===== src/rtl/ws_feeder_if.sv =====
// ws_feeder_if: bundle of every non-clock/reset signal of the ws_feeder
// sequencer.
//   master : the feeder side. Drives busy/done, the weight and image read
//            ports, and the array-facing outputs.
//   slave  : the environment side. Drives the job control inputs and the
//            read data coming back from the memories.
// Signal groups:
//   job control   : start, img_base, wt_base -> busy, done
//   weight memory : wt_rd, wt_addr -> wt_data (1-cycle latency)
//   image memory  : img_rd[K], img_addr[K] -> img_data[K] (banked, 1-cycle)
//   PE array      : w_flat, bias, load_w, x_flat, en, clr, win_last
interface ws_feeder_if #(
    parameter int DATA_W = 8,
    parameter int K      = 3,
    parameter int ADDR_W = 10
);
    logic                      start;
    logic [ADDR_W-1:0]         img_base;
    logic [ADDR_W-1:0]         wt_base;
    logic                      busy;
    logic                      done;

    logic                      wt_rd;
    logic [ADDR_W-1:0]         wt_addr;
    logic [DATA_W-1:0]         wt_data;

    logic [K-1:0]              img_rd;
    logic [K*ADDR_W-1:0]       img_addr;
    logic [K*DATA_W-1:0]       img_data;

    logic [K*K*DATA_W-1:0]     w_flat;
    logic [DATA_W-1:0]         bias;
    logic                      load_w;
    logic [K*DATA_W-1:0]       x_flat;
    logic                      en;
    logic                      clr;
    logic                      win_last;

    modport master (
        input  start, img_base, wt_base, wt_data, img_data,
        output busy, done, wt_rd, wt_addr, img_rd, img_addr,
               w_flat, bias, load_w, x_flat, en, clr, win_last
    );

    modport slave (
        output start, img_base, wt_base, wt_data, img_data,
        input  busy, done, wt_rd, wt_addr, img_rd, img_addr,
               w_flat, bias, load_w, x_flat, en, clr, win_last
    );
endinterface


===== src/rtl/ws_feeder.sv =====
// ws_feeder: job sequencer for the weight-stationary PE array.
// On an accepted start it reads K*K kernel words plus one bias word from
// weight memory, pulses load_w, then walks every convolution window of an
// IMG_W x IMG_W image, feeding kernel row i of each window into lane i with
// an i-cycle skew. Lanes carry zero whenever they hold no valid read data.
// Ports:
//   sys_clk : clock
//   rst     : synchronous active-high reset
//   bus     : ws_feeder_if.master (job control, memory reads, array outputs)
// Requires K >= 2.
module ws_feeder #(
    parameter int DATA_W = 8,
    parameter int K      = 3,
    parameter int IMG_W  = 5,
    parameter int STRIDE = 1,
    parameter int ADDR_W = 10
) (
    input  logic          sys_clk,
    input  logic          rst,
    ws_feeder_if.master   bus
);
    localparam int OUT_W    = (IMG_W - K) / STRIDE + 1;
    localparam int N_WIN    = OUT_W * OUT_W;
    localparam int N_STREAM = N_WIN * K;
    localparam int N_WT     = K * K + 1;
    localparam int CNT_MAX  = (N_STREAM > N_WT + 1) ? N_STREAM : N_WT + 1;
    localparam int CNT_W    = $clog2(CNT_MAX + 1);
    localparam int J_W      = $clog2(K + 1);
    localparam int C_W      = $clog2(OUT_W + 1);

    localparam logic [ADDR_W-1:0] ROW_STEP  = ADDR_W'(STRIDE * IMG_W);
    localparam logic [ADDR_W-1:0] COL_STEP  = ADDR_W'(STRIDE);
    localparam logic [ADDR_W-1:0] LANE_STEP = ADDR_W'(IMG_W);

    localparam logic [2:0] S_IDLE   = 3'd0;
    localparam logic [2:0] S_LOAD_W = 3'd1;
    localparam logic [2:0] S_LATCH  = 3'd2;
    localparam logic [2:0] S_STREAM = 3'd3;
    localparam logic [2:0] S_DRAIN  = 3'd4;

    logic [2:0]        state_q, state_d;
    logic [CNT_W-1:0]  cnt_q, cnt_d;
    logic [ADDR_W-1:0] img_base_q, img_base_d;
    logic [ADDR_W-1:0] wt_base_q, wt_base_d;
    logic [J_W-1:0]    j_q, j_d;
    logic [C_W-1:0]    c_q, c_d;
    logic [ADDR_W-1:0] win_addr_q, win_addr_d;
    logic [ADDR_W-1:0] row_addr_q, row_addr_d;
    logic              done_q, done_d;
    logic              wrd_dly_q, wrd_dly_d;
    logic [CNT_W-1:0]  widx_q, widx_d;
    logic [DATA_W-1:0] w_q [K*K];
    logic [DATA_W-1:0] w_d [K*K];
    logic [DATA_W-1:0] bias_q, bias_d;

    // Skew shift register: entry i-1 holds what lane i presents this cycle.
    logic [ADDR_W-1:0] sr_addr_q [K-1];
    logic [ADDR_W-1:0] sr_addr_d [K-1];
    logic [K-2:0]      sr_vld_q, sr_vld_d;
    logic [K-2:0]      sr_last_q, sr_last_d;

    // Per-lane "read issued last cycle" flags; they gate x_flat and form en.
    logic [K-1:0]      rd_dly_q, rd_dly_d;
    logic              win_last_q, win_last_d;

    logic              wt_rd;
    logic [K-1:0]      lane_vld;
    logic [K-1:0]      lane_last;
    logic [ADDR_W-1:0] lane_addr [K];

    // Reads are issued for cnt 0..K*K; the extra LOAD_W cycle waits for the
    // bias word to come back before LATCH.
    assign wt_rd       = (state_q == S_LOAD_W) && (cnt_q <= CNT_W'(K * K));
    assign bus.wt_rd   = wt_rd;
    assign bus.wt_addr = wt_rd ? (wt_base_q + ADDR_W'(cnt_q)) : '0;

    assign bus.busy     = (state_q != S_IDLE);
    assign bus.done     = done_q;
    assign bus.load_w   = (state_q == S_LATCH);
    assign bus.clr      = (state_q == S_IDLE) || (state_q == S_LOAD_W) || (state_q == S_LATCH);
    assign bus.en       = |rd_dly_q;
    assign bus.win_last = win_last_q;
    assign bus.bias     = bias_q;

    // Lane 0 is generated directly from the window walker.
    assign lane_vld[0]  = (state_q == S_STREAM);
    assign lane_last[0] = lane_vld[0] && (j_q == J_W'(K - 1));
    assign lane_addr[0] = win_addr_q + ADDR_W'(j_q);

    genvar gi;
    generate
        for (gi = 1; gi < K; gi++) begin : g_skew
            assign lane_vld[gi]  = sr_vld_q[gi-1];
            assign lane_last[gi] = sr_last_q[gi-1];
            assign lane_addr[gi] = sr_addr_q[gi-1];
        end

        for (gi = 0; gi < K; gi++) begin : g_lane
            assign bus.img_rd[gi] = lane_vld[gi];
            assign bus.img_addr[gi*ADDR_W +: ADDR_W] = lane_vld[gi] ? lane_addr[gi] : '0;
            assign bus.x_flat[gi*DATA_W +: DATA_W] =
                rd_dly_q[gi] ? bus.img_data[gi*DATA_W +: DATA_W] : '0;
        end

        for (gi = 0; gi < K*K; gi++) begin : g_wflat
            assign bus.w_flat[gi*DATA_W +: DATA_W] = w_q[gi];
        end
    endgenerate

    always_comb begin
        state_d    = state_q;
        cnt_d      = cnt_q;
        img_base_d = img_base_q;
        wt_base_d  = wt_base_q;
        j_d        = j_q;
        c_d        = c_q;
        win_addr_d = win_addr_q;
        row_addr_d = row_addr_q;
        done_d     = 1'b0;
        w_d        = w_q;
        bias_d     = bias_q;

        // Weight capture: the word returned this cycle belongs to the read
        // index remembered from last cycle.
        wrd_dly_d = wt_rd;
        widx_d    = cnt_q;
        if (wrd_dly_q) begin
            for (int k = 0; k < K*K; k++) begin
                if (widx_q == CNT_W'(k)) begin
                    w_d[k] = bus.wt_data;
                end
            end
            if (widx_q == CNT_W'(K * K)) begin
                bias_d = bus.wt_data;
            end
        end

        // Lane i+1 repeats lane i one cycle later, one image row further down.
        for (int i = 0; i < K-1; i++) begin
            sr_vld_d[i]  = lane_vld[i];
            sr_last_d[i] = lane_last[i];
            sr_addr_d[i] = lane_addr[i] + LANE_STEP;
        end
        rd_dly_d   = lane_vld;
        win_last_d = lane_last[K-1];

        case (state_q)
            S_IDLE: begin
                if (bus.start) begin
                    img_base_d = bus.img_base;
                    wt_base_d  = bus.wt_base;
                    cnt_d      = '0;
                    state_d    = S_LOAD_W;
                end
            end
            S_LOAD_W: begin
                cnt_d = cnt_q + CNT_W'(1);
                if (cnt_q == CNT_W'(K * K + 1)) begin
                    cnt_d   = '0;
                    state_d = S_LATCH;
                end
            end
            S_LATCH: begin
                cnt_d      = '0;
                j_d        = '0;
                c_d        = '0;
                win_addr_d = img_base_q;
                row_addr_d = img_base_q;
                state_d    = S_STREAM;
            end
            S_STREAM: begin
                cnt_d = cnt_q + CNT_W'(1);
                if (j_q == J_W'(K - 1)) begin
                    j_d = '0;
                    if (c_q == C_W'(OUT_W - 1)) begin
                        // Next window row: both pointers jump to the new row start.
                        c_d        = '0;
                        row_addr_d = row_addr_q + ROW_STEP;
                        win_addr_d = row_addr_q + ROW_STEP;
                    end else begin
                        c_d        = c_q + C_W'(1);
                        win_addr_d = win_addr_q + COL_STEP;
                    end
                end else begin
                    j_d = j_q + J_W'(1);
                end
                if (cnt_q == CNT_W'(N_STREAM - 1)) begin
                    cnt_d   = '0;
                    state_d = S_DRAIN;
                end
            end
            S_DRAIN: begin
                // K-1 cycles for the skewed lanes to issue their last reads,
                // plus one for the final data to reach x_flat.
                cnt_d = cnt_q + CNT_W'(1);
                if (cnt_q == CNT_W'(K - 1)) begin
                    cnt_d   = '0;
                    state_d = S_IDLE;
                    done_d  = 1'b1;
                end
            end
            default: begin
                state_d = S_IDLE;
            end
        endcase
    end

    always_ff @(posedge sys_clk) begin
        if (rst) begin
            state_q    <= S_IDLE;
            cnt_q      <= '0;
            img_base_q <= '0;
            wt_base_q  <= '0;
            j_q        <= '0;
            c_q        <= '0;
            win_addr_q <= '0;
            row_addr_q <= '0;
            done_q     <= 1'b0;
            wrd_dly_q  <= 1'b0;
            widx_q     <= '0;
            for (int k = 0; k < K*K; k++) begin
                w_q[k] <= '0;
            end
            bias_q     <= '0;
            for (int i = 0; i < K-1; i++) begin
                sr_addr_q[i] <= '0;
            end
            sr_vld_q   <= '0;
            sr_last_q  <= '0;
            rd_dly_q   <= '0;
            win_last_q <= 1'b0;
        end else begin
            state_q    <= state_d;
            cnt_q      <= cnt_d;
            img_base_q <= img_base_d;
            wt_base_q  <= wt_base_d;
            j_q        <= j_d;
            c_q        <= c_d;
            win_addr_q <= win_addr_d;
            row_addr_q <= row_addr_d;
            done_q     <= done_d;
            wrd_dly_q  <= wrd_dly_d;
            widx_q     <= widx_d;
            w_q        <= w_d;
            bias_q     <= bias_d;
            sr_addr_q  <= sr_addr_d;
            sr_vld_q   <= sr_vld_d;
            sr_last_q  <= sr_last_d;
            rd_dly_q   <= rd_dly_d;
            win_last_q <= win_last_d;
        end
    end
endmodule


===== src/flat_wrapper.sv =====
// flat-port wrapper written by rule: the top's interface ports become plain ports
module ws_feeder_flat 
#(
    parameter int DATA_W = 8,
    parameter int K      = 3,
    parameter int IMG_W  = 5,
    parameter int STRIDE = 1,
    parameter int ADDR_W = 10
)
  (sys_clk, rst, bus_start, bus_img_base, bus_wt_base, bus_wt_data, bus_img_data, bus_busy, bus_done, bus_wt_rd, bus_wt_addr, bus_img_rd, bus_img_addr, bus_w_flat, bus_bias, bus_load_w, bus_x_flat, bus_en, bus_clr, bus_win_last);
  ws_feeder_if #(.DATA_W(DATA_W), .K(K), .ADDR_W(ADDR_W)) bus_i ();
  input  logic sys_clk;
  input  logic rst;
  input wire logic [$bits(bus_i.start)-1:0] bus_start;
  input wire logic [$bits(bus_i.img_base)-1:0] bus_img_base;
  input wire logic [$bits(bus_i.wt_base)-1:0] bus_wt_base;
  input wire logic [$bits(bus_i.wt_data)-1:0] bus_wt_data;
  input wire logic [$bits(bus_i.img_data)-1:0] bus_img_data;
  output wire logic [$bits(bus_i.busy)-1:0] bus_busy;
  output wire logic [$bits(bus_i.done)-1:0] bus_done;
  output wire logic [$bits(bus_i.wt_rd)-1:0] bus_wt_rd;
  output wire logic [$bits(bus_i.wt_addr)-1:0] bus_wt_addr;
  output wire logic [$bits(bus_i.img_rd)-1:0] bus_img_rd;
  output wire logic [$bits(bus_i.img_addr)-1:0] bus_img_addr;
  output wire logic [$bits(bus_i.w_flat)-1:0] bus_w_flat;
  output wire logic [$bits(bus_i.bias)-1:0] bus_bias;
  output wire logic [$bits(bus_i.load_w)-1:0] bus_load_w;
  output wire logic [$bits(bus_i.x_flat)-1:0] bus_x_flat;
  output wire logic [$bits(bus_i.en)-1:0] bus_en;
  output wire logic [$bits(bus_i.clr)-1:0] bus_clr;
  output wire logic [$bits(bus_i.win_last)-1:0] bus_win_last;
  assign bus_i.start = bus_start;
  assign bus_i.img_base = bus_img_base;
  assign bus_i.wt_base = bus_wt_base;
  assign bus_i.wt_data = bus_wt_data;
  assign bus_i.img_data = bus_img_data;
  assign bus_busy = bus_i.busy;
  assign bus_done = bus_i.done;
  assign bus_wt_rd = bus_i.wt_rd;
  assign bus_wt_addr = bus_i.wt_addr;
  assign bus_img_rd = bus_i.img_rd;
  assign bus_img_addr = bus_i.img_addr;
  assign bus_w_flat = bus_i.w_flat;
  assign bus_bias = bus_i.bias;
  assign bus_load_w = bus_i.load_w;
  assign bus_x_flat = bus_i.x_flat;
  assign bus_en = bus_i.en;
  assign bus_clr = bus_i.clr;
  assign bus_win_last = bus_i.win_last;
  ws_feeder #(.DATA_W(DATA_W), .K(K), .IMG_W(IMG_W), .STRIDE(STRIDE), .ADDR_W(ADDR_W)) u_core (.sys_clk(sys_clk), .rst(rst), .bus(bus_i));
endmodule

===== config.mk =====
export PLATFORM = sky130hd
export DESIGN_NAME = ws_feeder_flat
export DESIGN_NICKNAME = d
export VERILOG_FILES = /design/src/rtl/ws_feeder_if.sv /design/src/rtl/ws_feeder.sv /design/src/flat_wrapper.sv
export SDC_FILE = /design/constraint.sdc
export NUM_CORES = 1
export LEC_CHECK = 0
export BUFFER_PORTS_ARGS = -buffer_cell sky130_fd_sc_hd__buf_4
export CAP_MARGIN = 25
export CORE_MARGIN = 2
export CORE_UTILIZATION = 40
export CTS_BUF_LIST = sky130_fd_sc_hd__clkbuf_8 sky130_fd_sc_hd__clkbuf_16
export CTS_CLUSTER_SIZE = 12
export DETAILED_ROUTE_END_ITERATION = 10
export PLACE_DENSITY = 0.61
export SLEW_MARGIN = 20
export SYNTH_ARGS = -nofsm -noshare
export SYNTH_HDL_FRONTEND = slang
export SYNTH_SLANG_ARGS = --single-unit

===== constraint.sdc =====
create_clock -name sys_clk -period 4.5 [get_ports sys_clk]
set_input_delay 0.9 -clock sys_clk [delete_from_list [all_inputs] [get_ports sys_clk]]
set_output_delay 0.9 -clock sys_clk [all_outputs]
set_load 0.01 [all_outputs]

# Word level (Yosys, flattened, before mapping)
# Cells that the tools add are included.
# op_classes
magnitude_cmp,1
n_eq_ne,24
muxes,29
n_reduce_logical,26
n_bitwise,1
add_sub_neg,9
# op_table
cell,n
two-way mux 10 bit,8
one-hot mux 10 bit (2 select lines),2
adder 10 x 3 -> 10 bit (second input constant),3
AND reduction 2 bit,13
one-hot mux 5 bit (5 select lines),1
two-way mux 8 bit,3
== test 5 x 3 -> 1 bit (second input constant),4
two-way mux 5 bit,4
== test 5 x 2 -> 1 bit (second input constant),3
== test 5 x 4 -> 1 bit (second input constant),3
one-hot mux 3 bit (5 select lines),1
two-way mux 3 bit,4
adder 10 x 1 -> 10 bit (second input constant),1
adder 10 x 2 -> 10 bit,1
adder 10 x 5 -> 10 bit,1
!= test 2 bit (second input constant),5
one-hot mux 2 bit (2 select lines),2
== test 3 x 2 -> 1 bit (second input constant),2
two-way mux 2 bit,3
adder 5 x 1 -> 5 bit (second input constant),1
== test 5 x 1 -> 1 bit (second input constant),1
== test 5 bit (second input constant),1
<= comparator 5 x 4 -> 1 bit (second input constant),1
zero test 5 bit,1
other kinds (17),21
# word_totals
inputBits,55
word_cells,117
out_inout_bits,154
reg_bits,167

# Longest topological paths before layout
# Gate-level depths: netlist (run 1).
# depth
word_depth,4
mapped_depth,9

# Worst setup path after synthesis (run 1)
# Ideal clock, no wire load.
# synth_timing
kind,reg2out
start,register u_core.cnt_q[0]
end,output port bus_wt_addr[6]
arrival_ns,1.937
path_slack_ns,1.663
n_path_buf,0
t_required_ns,3.600
stages_incl_launch_ff,9
cell_sequence,dfxtp_1 > ha_1 > inv_1 > fa_1 > nor2b_1 > o21a_1 > o21ai_0 > a21boi_0 > mux2i_1
# synth_via
elab_chain_len,3
word_cells_on_any_way,4
cone_classes,1 x add/sub; 1 x order compare; 1 x mux; 1 x reduce/logical
# synth_rtl
element,line_no,text
from (decl),ws_feeder.sv:42,"logic [CNT_W-1:0] cnt_q, cnt_d;"
from (signal assigned),ws_feeder.sv:234,cnt_q <= cnt_d;
"parallel branches: the longest is 2 deep, another holds adder 10 x 5 -> 10 bit",-,
two-way mux 10 bit *,ws_feeder.sv:75,assign bus.wt_addr = wt_rd ? (wt_base_q + ADDR_W'(cnt_q)) : '0;
to (decl),flat_wrapper.sv:22,output wire logic [$bits(bus_i.wt_addr)-1:0] bus_wt_addr;
# Every way passes the cells marked *.

# Worst setup path after layout (run 1)
# layout_timing
start,register u_core.state_q[0]
end,output port bus_wt_addr[8]
# layout_via
elab_chain_len,3
# layout_rtl
element,line_no,text
from (decl),ws_feeder.sv:41,"logic [2:0] state_q, state_d;"
from (signal assigned),ws_feeder.sv:233,state_q <= state_d;
== test 3 x 1 -> 1 bit,ws_feeder.sv:73,assign wt_rd = (state_q == S_LOAD_W) && (cnt_q <= CNT_W'(K * K));
logical AND 1 bit,ws_feeder.sv:73,
two-way mux 10 bit,ws_feeder.sv:75,
# Every way passes these cells.

==> results of run 1 <==
## logic make-up after synthesis
family | after synthesis | synth area share (%)
and+or+nand+nor | 369 | 23.6
muxes | 85 | 11.1
AOI/OAI and AO/OA | 150 | 12.5
buffers and inverters | 74 | 4.10
DFF | 165 | 43.0
xor gates and xnor gates | 25 | 2.85
adders and majority gates | 16 | 2.80
## synthesized netlist by cell type, types with 12 or more instances
| cell | count |
|---|---|
| ha_1 | 14 |
| and2_1 | 49 |
| nor2_1 | 132 |
| inv_1 | 15 |
| clkbuf_1 | 43 |
| nor2b_1 | 22 |
| a21oi_1 | 56 |
| xnor2_1 | 14 |
| nand3_1 | 12 |
| nand2_1 | 72 |
| nor3_1 | 16 |
| dfxtp_1 | 165 |
| mux2i_1 | 84 |
| o21ai_0 | 26 |
## critical path: stages, from the launching register on
cell	delay, ns
dfxtp_1	0.71
inv_2	0.09
or4_1	0.56
or2_1	0.36
a2111o_1	0.40
o21ai_2	0.06
buf_4	0.13
## layer usage
metal / part of all wire (%) / vias up / track usage, % / wire (microns)
li1: - / 3391 / - / -
met1: 44 / 3160 / 27.0 / 9580
met2: 50 / 165 / 36.8 / 10900
met3: 5.0 / 20 / 4.27 / 1100
met4: 1.1 / 0 / 5.32 / 244
met5: 0 / - / 0 / 0
## final timing paths
check                       startpoint                    to  cells past startpoint
setup / recovery     u_core.state_q[0]        bus_wt_addr[8]                      6
hold / removal    u_core.img_base_q[3]  u_core.img_base_q[3]                      2
setup reg to reg  u_core.win_addr_q[0]  u_core.lane_addr[18]                      8
hold reg to reg   u_core.img_base_q[3]  u_core.img_base_q[3]                      2
## cell type report
class / instances / area share [%]
Clock buffer: 17 / 4.30
Sequential cell: 165 / 33.4
Clock inverter: 15 / 1.57
Inverter: 16 / 0.607
Timing Repair Buffer: 213 / 16.1
Tap cell: 234 / 2.96
Multi-Input combinational cell: 645 / 41.1
## state kept, by name, indices dropped and copies added (netlist names), 2 cells and up
| register | flops |
|---|---|
| u_core.bus.w_flat | 72 |
| u_core.lane_addr | 20 |
| u_core.img_base_q | 10 |
| u_core.row_addr_q | 10 |
| u_core.win_addr_q | 10 |
| u_core.wt_base_q | 10 |
| u_core.bus.bias | 8 |
| u_core.cnt_q | 5 |
| u_core.widx_q | 5 |
| u_core.rd_dly_q | 3 |
| u_core.state_q | 3 |
| u_core.c_q | 2 |
| u_core.j_q | 2 |
| u_core.sr_last_q | 2 |
## per-stage QoR
stage / setup slack [ns] / utilization [%] / cell area [sq um]
6_report: 0.879 / 52.8 / 9900
5_1_grt: 0.666 / 52.8 / 9900
4_1_cts: 0.862 / 52.8 / 9900
3_5_place_dp: 1.32 / 49.7 / 9320
3_3_place_gp: 1.35 / 49.7 / 9320
2_1_floorplan: 1.66 / - / 7680
## power breakdown
group / total, mW / switching (mW) / internal [mW]
Combinational: 0.181 / 0.102 / 0.0792
Clock: 1.42 / 0.679 / 0.743
Sequential: 1.50 / 0.0206 / 1.48
==> flow_summary.json, run 1 <==
{
  "status": "complete, no violations",
  "grt.total_usage_pct": 21.2,
  "synthDominantCellAreaShare_pct": 43.0,
  "class_of_the_worst_hold_path": "flip-flop to flip-flop",
  "synth-main-ff-cell": "dfxtp_1",
  "post_route_fraction_of_the_period_consumed_by_the_critical_path_pct": 80.5,
  "synth-warning-count": 0,
  "placement_rows": 50,
  "root_buf_cell": "clkbuf_16",
  "seqCellArea_sq_um": 3300,
  "yosys_register_bits": 165,
  "synthesis.area_per_instance_sq_um": 8.69,
  "r2r_slack_ns": 1.65,
  "power_density_relative_to_cell_area_nw_per_um2": 314,
  "slew_limit_fails": 0,
  "fin_crit_ns": 3.62,
  "cts_tree": "built",
  "synth_async_sr_flop_share_pct": 0,
  "cts_max_path_buffers": 2,
  "cts.reportedPaths.clkPinSlew_ns": 0.07,
  "cts_htree_levels": 4,
  "floorplan.initialDensity_pct": 40.9,
  "cts-resized-gates": 0,
  "ir_worst_vdd_mv": 0.316,
  "grt_antenna_before_repair": 0,
  "chipHeight_microns": 143,
  "cts.sinks": 165,
  "crit_path_end_kind": "primary output",
  "timing.final.hold_violations": 0,
  "core_region_area_sq_um": 18800,
  "finalNetCount": 1129,
  "dp_hpwl_mm": 15.9,
  "synth_top_area_cell": "dfxtp_1",
  "drt-total-wl_mm": 21.8,
  "post_drt_wl_per_cell_microns": 16.7,
  "place_congestion": 0.832,
  "final-instance-count-excl-fill": 1305,
  "post-layout-total-power_mw": 3.11,
  "timing.critical_path.from_type": "flip-flop",
  "layout_commonest_cell": "buf_4",
  "totalNegativeSetupSlack_ns": 0,
  "cap_violations": 0,
  "ios": 209,
  "dr_total_vias": 6736,
  "slew-limit-headroom_pct": 40.3,
  "netlist-cell-type-count": 71,
  "via_per_inst": 5.16,
  "synthToLayoutAreaGrowth_pct": 28.9,
  "chipWidth_microns": 143,
  "syn-num-nets": 955,
  "synth-edff-count": 0,
  "cts.repair_timing.setup_buffer_count": 0,
  "syn_inst": 884,
  "antenna_violating_nets_post_route": 0,
  "grt_pass1_vias": 6155,
  "grt_pass1_wl_mm": 33.7,
  "worstMarginPinSlew_ns": 0.895,
  "synth_seq_area_share_pct": 43.0,
  "cellLeakagePower_nw": 4.57,
  "worstSkewPairLatency_ns": 0.43,
  "setup_viol_count_final": 0,
  "grt_setup_unrepaired": "no",
  "worstPathRequired_ns": 3.60,
  "drtPass1Iterations": 4,
  "setup.worst_path.class": "flip-flop to primary output",
  "diodes": 0,
  "drive_above_1_share_pct": 24.7,
  "drc_errors": 0,
  "cts_inserted_buffers": 17,
  "layout.cells.most_common_list": "buf_4 (213), dfxtp_1 (165), nor2_1 (132)",
  "port_buffers": 208,
  "first_iter_violations": 425,
  "combined_area_of_the_multi_input_logic_cells_sq_um": 4070,
  "gr-total-overflow": 0,
  "die_area_sq_um": 20300,
  "cp_data_arrival_time_ns": 2.72,
  "grt_max_degree": 78,
  "cts_hold_buffers": 0,
  "synth_area_leaders": "dfxtp_1 (43%), mux2i_1 (11%), nor2_1 (6.4%), and2_1 (4.0%), a21oi_1 (3.6%)",
  "worst_clock_skew_on_the_final_layout_ns": 0.0133,
  "clock.fmax_mhz": 276,
  "dp.cells": 1273,
  "whs_ns": 0.455,
  "n_fill_cell": 1808,
  "crit_path_max_fanout": 21,
  "post_synth_instance_area_sq_um": 7680
}
No activity file was read; power rests on OpenSTA's default activity.
==> run 2, diff against run 1 <==
==> constraint.sdc (replaced) <==
create_clock -name sys_clk -period 3.6 [get_ports sys_clk]
set_input_delay 0.72 -clock sys_clk [delete_from_list [all_inputs] [get_ports sys_clk]]
set_output_delay 0.72 -clock sys_clk [all_outputs]
set_load 0.01 [all_outputs]
==> flow_summary.json, run 2 (synthesis results as in run 1) <==
{
  "cts.repair_timing.setup_buffer_count": 0,
  "drtPass1Iterations": 4,
  "setup_viol_count_final": 0,
  "drc_errors": 0,
  "cts_hold_buffers": 0,
  "fin_crit_ns": 3.35,
  "timing.critical_path.from_type": "flip-flop",
  "timing.final.hold_violations": 0,
  "r2r_slack_ns": 0.89,
  "grt_max_degree": 69,
  "timing.critical_path.slowest_cell_delay_ns": 0.46,
  "status": "complete, no violations",
  "gr-total-overflow": 0,
  "die_area_sq_um": 20300,
  "drive_above_1_share_pct": 24.8,
  "chipWidth_microns": 143,
  "clock.fmax_mhz": 298,
  "cts.reportedPaths.clkPinSlew_ns": 0.07,
  "cts_tree": "built",
  "setup.worst_path.class": "flip-flop to primary output",
  "class_of_the_worst_hold_path": "flip-flop to flip-flop",
  "critPathCapture": "bus_wt_addr[8]",
  "layout_commonest_cell": "buf_4",
  "grt_antenna_before_repair": 0,
  "finalNetCount": 1130,
  "crit_path_max_fanout": 8,
  "dp_hpwl_mm": 16.1,
  "worstPathRequired_ns": 2.88,
  "crit_cells": 9,
  "chipHeight_microns": 143,
  "totalNegativeSetupSlack_ns": 0,
  "timing.critical_path.cells": "ha_1 -> inv_1 -> fa_1 -> nor2b_1 -> o21a_1 -> o21ai_0 -> a2111o_1 -> o21ai_2 -> buf_4",
  "crit_start": "u_core.cnt_q[0]",
  "finalWorstSetupSlack_ns": 0.247,
  "drt-total-wl_mm": 21.8,
  "synthToLayoutAreaGrowth_pct": 29.0,
  "largest_delay_contributor_family_on_the_critical_path": "compound AO/OA/AOI/OAI gates",
  "antenna_violating_nets_post_route": 0,
  "grt.total_usage_pct": 21.4,
  "floorplan.initialDensity_pct": 40.9,
  "worst_clock_skew_on_the_final_layout_ns": 0.00874,
  "cellLeakagePower_nw": 4.57,
  "layout.cells.most_common_list": "buf_4 (213), dfxtp_1 (165), nor2_1 (132)",
  "cp_data_arrival_time_ns": 2.63,
  "cts.sinks": 165,
  "worstSkewPairLatency_ns": 0.43,
  "combined_area_of_the_multi_input_logic_cells_sq_um": 4070,
  "ios": 209,
  "power_density_relative_to_cell_area_nw_per_um2": 391,
  "cap_violations": 0,
  "core_region_area_sq_um": 18800,
  "cts-resized-gates": 0,
  "grt_setup_unrepaired": "no",
  "cts_max_path_buffers": 2,
  "via_per_inst": 5.12,
  "crit_path_end_kind": "primary output",
  "rr_endpoint": "u_core.lane_addr[18]",
  "post_route_fraction_of_the_period_consumed_by_the_critical_path_pct": 93.1,
  "n_fill_cell": 1797,
  "dp_worst_setup_slack_ns": 0.684,
  "grt_pass1_vias": 6378,
  "first_iter_violations": 369,
  "diodes": 0,
  "crit_buf_inv": 2,
  "post_drt_wl_per_cell_microns": 16.7,
  "dpl_cell_area_sq_um": 9340,
  "root_buf_cell": "clkbuf_16",
  "rr_startpoint": "u_core.win_addr_q[0]",
  "ir_worst_vdd_mv": 0.342,
  "timing.critical_path.slowest_stage_cell": "dfxtp_1",
  "worst_r2r_path_depth": 8,
  "port_buffers": 208,
  "largest_reg_flops": 72,
  "cts_htree_levels": 4,
  "grt_pass1_wl_mm": 34.3,
  "placement_rows": 50,
  "worstMarginPinSlew_ns": 0.770,
  "slew_limit_fails": 0,
  "finalInstanceArea_sq_um": 9920,
  "slew-limit-headroom_pct": 48.1,
  "dr_total_vias": 6687,
  "cts_inserted_buffers": 17,
  "place_congestion": 0.829,
  "seqCellArea_sq_um": 3300
}
[run 2: final cells by class]
cell class              count  share of cell area [%]
inverters                  16                   0.606
clock buffers              17                    4.29
repair buffers            214                    16.3
clock inverters            15                    1.51
flip-flops and latches    165                    33.3
multi-input cells         645                    41.0
well taps                 234                    2.95
[run 2: how the worst min path moves through the flow]
stage                              start  cells after the start  slack [ns]                    to
floorplan            u_core.sr_last_q[1]                      1        0.41   u_core.bus.win_last
global placement    u_core.img_base_q[8]                      2        0.44  u_core.img_base_q[8]
detailed placement   u_core.sr_last_q[1]                      1        0.44   u_core.bus.win_last
CTS                 u_core.img_base_q[4]                      2        0.45  u_core.img_base_q[4]
global route        u_core.img_base_q[5]                      2        0.47  u_core.img_base_q[5]
finish              u_core.img_base_q[5]                      2        0.45  u_core.img_base_q[5]
[run 2: metal layers]
metal / vias to the layer above / share of wire [%] / track usage (%)
li1: 3379 / - / -
met1: 3115 / 44 / 27.3
met2: 171 / 48 / 36.9
met3: 22 / 5.5 / 4.04
met4: 0 / 1.9 / 6.41
met5: - / 0 / 0
[run 2: stage by stage]
step	hold WS (ns)	std cells	power (mW)	utilization, %
3_5_place_dp	0.439	1274	2.15	49.8
4_1_cts	0.454	1306	3.92	52.8
2_1_floorplan	0.414	884	2.04	-
5_1_grt	0.472	1306	4.02	52.8
6_report	0.454	1306	3.88	52.8
3_3_place_gp	0.441	1274	2.15	49.8
[run 2: report_power, final]
part	switching [mW]	leakage, nW	internal, mW
Sequential	0.0214	1.33	1.85
Combinational	0.132	2.96	0.101
Clock	0.803	0.274	0.970
[run 2: worst reg2reg max path, stage by stage (launching register included)]
cell	delay, ns
dfxtp_1	0.37
ha_1	0.26
fa_1	0.61
ha_1	0.31
and4b_1	0.21
o21ai_0	0.07
a211oi_1	0.45
a31o_2	0.22
a21oi_1	0.05
